File: src/rtl/pq_pkg.sv
// pq_pkg: shared types for the quickq priority queue and its request scheduler.
//   kv_t        key/value entry held by the queue (smaller key = higher priority)
//   KEYINF      sentinel entry returned when an op cannot be performed
//   PQ_CAPACITY number of entries the queue can hold
//   pq_op_t     scheduler command opcode
//   pq_rsp_t    scheduler response entry
//   pq_cmd_t    command FIFO entry
package pq_pkg;

  localparam int KEY_W       = 8;
  localparam int VAL_W       = 8;
  localparam int PQ_CAPACITY = 8;

  typedef struct packed {
    logic [KEY_W-1:0] key;
    logic [VAL_W-1:0] val;
  } kv_t;

  localparam kv_t KEYINF = '{key: {KEY_W{1'b1}}, val: {VAL_W{1'b0}}};

  typedef enum logic [1:0] {
    OP_NOP  = 2'd0,
    OP_ENQ  = 2'd1,
    OP_DEQ  = 2'd2,
    OP_REPL = 2'd3
  } pq_op_t;

  typedef struct packed {
    kv_t  kv;
    logic err;
  } pq_rsp_t;

  typedef struct packed {
    pq_op_t op;
    kv_t    kv;
  } pq_cmd_t;

endpackage

File: src/rtl/pq_cmd_fifo.sv
// pq_cmd_fifo: synchronous FIFO with registered pointers.
//   clk      clock, rising edge
//   rst      synchronous active-low reset (pointers and storage cleared)
//   i_push   write i_data when not full
//   i_pop    drop head when not empty
//   o_data   head entry (reads as 0 after reset)
//   o_full   DEPTH entries held
//   o_empty  no entries held
// DEPTH must be a power of two >= 2; pointers carry one extra wrap bit.
module pq_cmd_fifo #(
  parameter int DEPTH = 4,
  parameter int W     = 8
) (
  input  logic         clk,
  input  logic         rst,
  input  logic         i_push,
  input  logic [W-1:0] i_data,
  input  logic         i_pop,
  output logic [W-1:0] o_data,
  output logic         o_full,
  output logic         o_empty
);

  localparam int AW = $clog2(DEPTH);
  localparam int PW = AW + 1;

  logic [W-1:0]  r_mem [DEPTH];
  logic [PW-1:0] r_wptr;
  logic [PW-1:0] r_rptr;

  assign o_empty = (r_wptr == r_rptr);
  // Full when the indices match but the wrap bits differ.
  assign o_full  = (r_wptr[AW] != r_rptr[AW]) && (r_wptr[AW-1:0] == r_rptr[AW-1:0]);
  assign o_data  = r_mem[r_rptr[AW-1:0]];

  always_ff @(posedge clk) begin
    if (!rst) begin
      r_wptr <= '0;
      r_rptr <= '0;
      for (int i = 0; i < DEPTH; i++) r_mem[i] <= '0;
    end else begin
      if (i_push && !o_full) begin
        r_mem[r_wptr[AW-1:0]] <= i_data;
        r_wptr                <= r_wptr + PW'(1);
      end
      if (i_pop && !o_empty) r_rptr <= r_rptr + PW'(1);
    end
  end

endmodule

File: src/rtl/pq_req_sched.sv
// pq_req_sched: command scheduler in front of the quickq priority queue.
//   clk, rst                     clock; synchronous active-low reset
//   req_valid/req_ready/req_op/req_kv   command stream (NOP dropped at entry)
//   rsp_valid/rsp_ready/rsp_kv/rsp_err  response stream, command order
//   pq_enq, pq_deq, pq_kvi       single-cycle strobes and data to the queue
//   pq_kvo, pq_full, pq_empty, pq_busy  queue head and status
//   occ                          entries the scheduler believes the queue holds
// One op is in flight at a time: IDLE pops a command, ISSUE strobes the
// queue once it is free, WAIT collects the result, RESP pushes the response.
module pq_req_sched
  import pq_pkg::*;
#(
  parameter int FIFO_DEPTH = 4,
  parameter int OCC_W      = $clog2(PQ_CAPACITY + 1)
) (
  input  logic             clk,
  input  logic             rst,
  input  logic             req_valid,
  output logic             req_ready,
  input  pq_op_t           req_op,
  input  kv_t              req_kv,
  output logic             rsp_valid,
  input  logic             rsp_ready,
  output kv_t              rsp_kv,
  output logic             rsp_err,
  output logic             pq_enq,
  output logic             pq_deq,
  output kv_t              pq_kvi,
  input  kv_t              pq_kvo,
  input  logic             pq_full,
  input  logic             pq_empty,
  input  logic             pq_busy,
  output logic [OCC_W-1:0] occ
);

  typedef enum logic [1:0] {S_IDLE, S_ISSUE, S_WAIT, S_RESP} state_t;

  state_t           r_state, w_state_nxt;
  pq_op_t           r_op;
  kv_t              r_kv;
  kv_t              r_rsp_kv;
  logic             r_rsp_err;
  logic [OCC_W-1:0] r_occ;

  pq_cmd_t w_cmd_in, w_cmd_head;
  logic    w_cmd_push, w_cmd_pop, w_cmd_full, w_cmd_empty;
  pq_rsp_t w_rsp_in, w_rsp_head;
  logic    w_rsp_push, w_rsp_pop, w_rsp_full, w_rsp_empty;
  logic    w_enq, w_deq, w_err_set, w_capture;

  // Command side: ready depends only on registered FIFO pointers.
  assign req_ready  = !w_cmd_full;
  assign w_cmd_push = req_valid && !w_cmd_full && (req_op != OP_NOP);
  assign w_cmd_in   = '{op: req_op, kv: req_kv};

  pq_cmd_fifo #(.DEPTH(FIFO_DEPTH), .W($bits(pq_cmd_t))) u_cmd_fifo (
    .clk     (clk),
    .rst     (rst),
    .i_push  (w_cmd_push),
    .i_data  (w_cmd_in),
    .i_pop   (w_cmd_pop),
    .o_data  (w_cmd_head),
    .o_full  (w_cmd_full),
    .o_empty (w_cmd_empty)
  );

  // Response side: two slots, so one stalled response does not stop the
  // next op from completing.
  assign w_rsp_in  = '{kv: r_rsp_kv, err: r_rsp_err};
  assign rsp_valid = !w_rsp_empty;
  assign rsp_kv    = w_rsp_head.kv;
  assign rsp_err   = w_rsp_head.err;
  assign w_rsp_pop = rsp_valid && rsp_ready;

  pq_cmd_fifo #(.DEPTH(2), .W($bits(pq_rsp_t))) u_rsp_fifo (
    .clk     (clk),
    .rst     (rst),
    .i_push  (w_rsp_push),
    .i_data  (w_rsp_in),
    .i_pop   (w_rsp_pop),
    .o_data  (w_rsp_head),
    .o_full  (w_rsp_full),
    .o_empty (w_rsp_empty)
  );

  assign pq_enq = w_enq;
  assign pq_deq = w_deq;
  assign pq_kvi = (r_op == OP_DEQ) ? '0 : r_kv;
  assign occ    = r_occ;

  always_comb begin
    w_state_nxt = r_state;
    w_cmd_pop   = 1'b0;
    w_enq       = 1'b0;
    w_deq       = 1'b0;
    w_err_set   = 1'b0;
    w_capture   = 1'b0;
    w_rsp_push  = 1'b0;
    case (r_state)
      S_IDLE: begin
        // Nothing is in flight here, so a non-full response buffer means a
        // slot is guaranteed for whatever this command produces.
        if (!w_cmd_empty && !w_rsp_full) begin
          w_cmd_pop   = 1'b1;
          w_state_nxt = S_ISSUE;
        end
      end
      S_ISSUE: begin
        if (!pq_busy) begin
          case (r_op)
            OP_ENQ: begin
              if (pq_full) begin
                w_err_set   = 1'b1;
                w_state_nxt = S_RESP;
              end else begin
                w_enq       = 1'b1;
                w_state_nxt = S_WAIT;
              end
            end
            OP_DEQ: begin
              if (pq_empty) begin
                w_err_set   = 1'b1;
                w_state_nxt = S_RESP;
              end else begin
                w_deq       = 1'b1;
                w_state_nxt = S_WAIT;
              end
            end
            OP_REPL: begin
              // Replace on an empty queue degrades to a plain insert but
              // still reports that nothing was replaced out.
              w_enq = 1'b1;
              if (pq_empty) w_err_set = 1'b1;
              else          w_deq     = 1'b1;
              w_state_nxt = S_WAIT;
            end
            default: w_state_nxt = S_IDLE;
          endcase
        end
      end
      S_WAIT: begin
        if (!pq_busy) begin
          if (r_op == OP_ENQ) begin
            w_state_nxt = S_IDLE;
          end else begin
            w_capture   = !r_rsp_err;
            w_state_nxt = S_RESP;
          end
        end
      end
      S_RESP: begin
        w_rsp_push  = 1'b1;
        w_state_nxt = S_IDLE;
      end
      default: w_state_nxt = S_IDLE;
    endcase
  end

  always_ff @(posedge clk) begin
    if (!rst) begin
      r_state   <= S_IDLE;
      r_op      <= OP_NOP;
      r_kv      <= '0;
      r_rsp_kv  <= '0;
      r_rsp_err <= 1'b0;
      r_occ     <= '0;
    end else begin
      r_state <= w_state_nxt;
      if (w_cmd_pop) begin
        r_op      <= w_cmd_head.op;
        r_kv      <= w_cmd_head.kv;
        r_rsp_kv  <= '0;
        r_rsp_err <= 1'b0;
      end
      if (w_err_set) begin
        r_rsp_err <= 1'b1;
        r_rsp_kv  <= KEYINF;
      end
      if (w_capture) r_rsp_kv <= pq_kvo;
      // A replace (both strobes) leaves the count unchanged.
      if (w_enq && !w_deq && (r_occ != OCC_W'(PQ_CAPACITY)))
        r_occ <= r_occ + OCC_W'(1);
      else if (w_deq && !w_enq && (r_occ != '0))
        r_occ <= r_occ - OCC_W'(1);
    end
  end

endmodule

File: config.mk
export PLATFORM = sky130hd
export DESIGN_NAME = pq_req_sched
export DESIGN_NICKNAME = d
export VERILOG_FILES = /design/src/rtl/pq_pkg.sv /design/src/rtl/pq_cmd_fifo.sv /design/src/rtl/pq_req_sched.sv
export SDC_FILE = /design/constraint.sdc
export NUM_CORES = 1
export LEC_CHECK = 0
export CAP_MARGIN = 5
export CELL_PAD_IN_SITES_DETAIL_PLACEMENT = 1
export CELL_PAD_IN_SITES_GLOBAL_PLACEMENT = 1
export CORE_AREA = 2 2 152 124
export CTS_CLUSTER_SIZE = 25
export DETAILED_ROUTE_END_ITERATION = 16
export DIE_AREA = 0 0 154 126
export PLACE_DENSITY = 0.73
export SETUP_SLACK_MARGIN = 0.15
export SLEW_MARGIN = 5
export SYNTH_ARGS = -nofsm -noshare
export SYNTH_HDL_FRONTEND = slang
export SYNTH_SLANG_ARGS = --single-unit
File: constraint.sdc
create_clock -name clk -period 3.4 [get_ports clk]
set_clock_uncertainty 0.15 [all_clocks]
set_input_delay 0.85 -clock clk [delete_from_list [all_inputs] [get_ports clk]]
set_output_delay 0.85 -clock clk [all_outputs]
set_load 0.05 [all_outputs]
==> impl_metrics.yaml, run 1 <==
detailed_routing:
  via_per_inst: 5.13
  dr.pass1.iters: 4
  wl_um: 16900
  ant_nets: 0
  dr_total_vias: 4672
  drtIter0Drc: 205
  wl_per_cell_um: 18.6
  drc_errors: 0
die:
  coreArea_um2: 17900
  die_height_um: 126
  placementRows: 44
  dieArea_um2: 19400
  pin_count: 82
  dieWidth_um: 154
  start_util: 0.392
critical_path:
  cp_slowest_cell: "clkdlybuf4s50_1"
  required_ns: 2.40
  endpoint_kind: "output port"
  rrSetupSlack_ns: 0.76
  slowest_delay_ns: 0.69
  cp-start-kind: "register"
  crit_buf_inv: 1
  crit_chain: "nand2b_2 -> and2_1 -> clkdlybuf4s50_1"
  worst_ep_arrival_time_ns: 2.15
  cp_max_fo: 18
  path_class: "register to output port"
  cp_top_family: "buffers and inverters"
sta:
  drv_slew: 0
  finalSetupViolations: 0
  relSlewSlack: 0.318
  finalCritPeriodShare: 0.927
  worst_pin_slew_ns: 1.02
  setup_tns_ns: 0
  rsz0062_at_grt: "no"
  hold_viol: 0
  fmax_ghz: 0.317
  fin_crit_ns: 3.15
cts:
  cts_resized: 1
  insertion_delay_ns: 0.43
  cts.reportedPaths.clkPinSlew_ns: 0.07
  cts_buffer_depth: 2
  cts.sinks: 158
  cts-buffers-inserted: 17
  cts_hold_buf: 0
  post_cts_buffers: 0
  h-tree-depth: 4
  cts_tree: "yes"
  clockRootBuffer: "clkbuf_16"
synthesis:
  yosys-top-cells-count: "edfxtp_1, and2_1, nand2_1, dfxtp_1, a21oi_1"
  postSynth.asyncResetShare: 0
  netlist.area_leader.share: 0.454
  synth_enable_flop_cells: 106
  synth_area_leader_cell: "edfxtp_1"
  synth_area_leaders: "edfxtp_1, dfxtp_1, and2_1"
  synth_cell_types: 41
  synth_area_um2: 7020
  syn-instance-count: 573
  synth_fp_nets: 619
  synth_area_per_cell_um2: 12.2
  yosysMostFrequentCell: "edfxtp_1"
  synth_ff_type: "edfxtp_1"
  ys_seq_area_frac: 0.602
  yosysWarnings: 0
  ys_ff_latch: 158
final_layout:
  nets: 713
  syn_to_final_growth_pct: 25.7
  drive_above_1_share: 0.163
  antennaDiodeCount: 0
grt:
  grt_overflow_total: 0
  grt_pass1_wl_um: 27200
  antenna_found_initial: 0
  gr-usage-all-layers: 0.181
  grt_max_degree: 39
  grt_pass1_vias: 5124
run_status:
  status: "finished clean"
power_and_ir_drop:
  vdd_ir_drop_max_mv: 0.357
  powerDensity_nw_per_um2: 620
  p_leak_nw: 3.42
  p_total_mw: 5.47
run:
  max_cap_viol_count: 0
place:
  gp_congestion: 0.784
  hpwlAfterDp_um: 10900
  io_buffers: 81
hold_path:
  hp-class: "register to register"
-- final cells by class --
type	instances	area, um2
Fill cell	1854	9070
Clock buffer	18	450
Clock inverter	14	121
Timing Repair Buffer	111	1100
Multi-Input combinational cell	373	2620
Tap cell	230	288
Sequential cell	158	4220
Inverter	6	22.5
-- worst paths after layout --
| path | from | endpoint | depth (start not counted) |
|---|---|---|---|
| worst max-delay path | r_op[1]$_SDFFE_PN0P_ | pq_kvi[3] | 3 |
| worst min-delay path | r_kv[9]$_SDFFE_PN0P_ | r_kv[9]$_SDFFE_PN0P_ | 2 |
| worst max register to register | occ[0]$_SDFFE_PN0P_ | occ[3]$_SDFFE_PN0P_ | 9 |
| worst min register to register | r_kv[9]$_SDFFE_PN0P_ | r_kv[9]$_SDFFE_PN0P_ | 2 |
-- layer usage --
| metal | GRT usage | vias up | part of all wire |
|---|---|---|---|
| met4 | 0.0605 | 0 | 0.013 |
| met5 | 0 | - | 0 |
| li1 | - | 2227 | - |
| met3 | 0.0334 | 19 | 0.026 |
| met2 | 0.322 | 71 | 0.51 |
| met1 | 0.223 | 2355 | 0.45 |
-- power by group --
| part | switching [mW] | total [mW] | internal, mW |
|---|---|---|---|
| sequential | 0.0963 | 2.31 | 2.21 |
| clock | 0.840 | 1.84 | 1.00 |
| combinational | 0.836 | 1.32 | 0.488 |
-- registers in the layout, indices dropped and copies added, names as in the netlist, named ones only --
signal,cells
u_cmd_fifo.r_wptr,3
r_kv,16
u_rsp_fifo.r_rptr,2
u_cmd_fifo.r_mem,72
r_rsp_err,1
u_cmd_fifo.r_rptr,3
u_rsp_fifo.r_wptr,2
r_rsp_kv,16
u_rsp_fifo.r_mem,34
r_state,2
occ,4
r_op,2
-- worst reg2reg max path: stages (launching register included) --
cell and delay, ns:
dfxtp_1 0.38, or3_1 0.42, o2111ai_1 0.26, or2_2 0.17, ha_1 0.22, a21o_1 0.18
a21oi_1 0.19, mux2_2 0.35, nor3_1 0.14, o21a_1 0.13
-- stage by stage --
stage	utilization	hold slack [ns]	setup WS, ns	std cells	area (um2)
after floorplan	-	0.282	0.490	573	7020
after global placement	0.459	0.296	0.0479	878	8210
after detailed placement	0.459	0.298	0.0117	878	8210
after CTS	0.491	0.309	0.226	910	8790
after global routing	0.493	0.332	0.151	910	8820
final	0.493	0.305	0.248	910	8820
-- layout by cell type (no fill, tap or decap), types with 2 or more instances in the layout --
cell / synthesis / routed
a211oi_1: 3 / 3
a21oi_1: 49 / 49
and2_1: 104 / 104
and3_1: 20 / 20
buf_12: 0 / 3
buf_4: 0 / 30
clkbuf_16: 0 / 18
clkdlybuf4s50_1: 0 / 65
clkinv_4: 0 / 2
clkinvlp_4: 0 / 5
dfxtp_1: 52 / 52
dlymetal6s2s_1: 0 / 13
edfxtp_1: 106 / 106
ha_1: 4 / 4
inv_1: 6 / 6
inv_6: 0 / 5
inv_8: 0 / 2
mux2_2: 18 / 18
mux4_2: 18 / 18
nand2_1: 60 / 60
nand2b_1: 7 / 6
nand3_1: 14 / 14
nand4b_1: 8 / 8
nor2_1: 18 / 18
nor2b_1: 2 / 2
nor3_1: 2 / 2
nor3b_4: 2 / 2
o211ai_1: 2 / 2
o21a_1: 2 / 2
o21ai_0: 8 / 7
or2_2: 2 / 2
or3_1: 3 / 3
xnor2_1: 9 / 9
xor2_1: 5 / 5
-- logic make-up (layout without fill, tap and decap cells) --
kind of cell,count (synthesis),after routing,share of synthesized area
muxes,37,37,0.0881
adders and majority gates,5,5,0.00999
xor gates and xnor gates,14,14,0.0175
and+or+nand+nor,246,246,0.197
DFF,158,158,0.602
AOI/OAI and AO/OA,71,71,0.0590
buffers and inverters,42,149,0.0260
No activity file was read; power rests on OpenSTA's default activity.
==> inputs of run 2 (changes only) <==
--- a/config.mk
+++ b/config.mk
@@ -5,6 +5,7 @@
 export SDC_FILE = /design/constraint.sdc
 export NUM_CORES = 1
 export LEC_CHECK = 0
+export ABC_CLOCK_PERIOD_IN_PS = 3400
 export CAP_MARGIN = 5
 export CELL_PAD_IN_SITES_DETAIL_PLACEMENT = 1
 export CELL_PAD_IN_SITES_GLOBAL_PLACEMENT = 1
==> results of run 2 <==
Same layout as run 1: the final DEF is identical, and so are final timing and power.
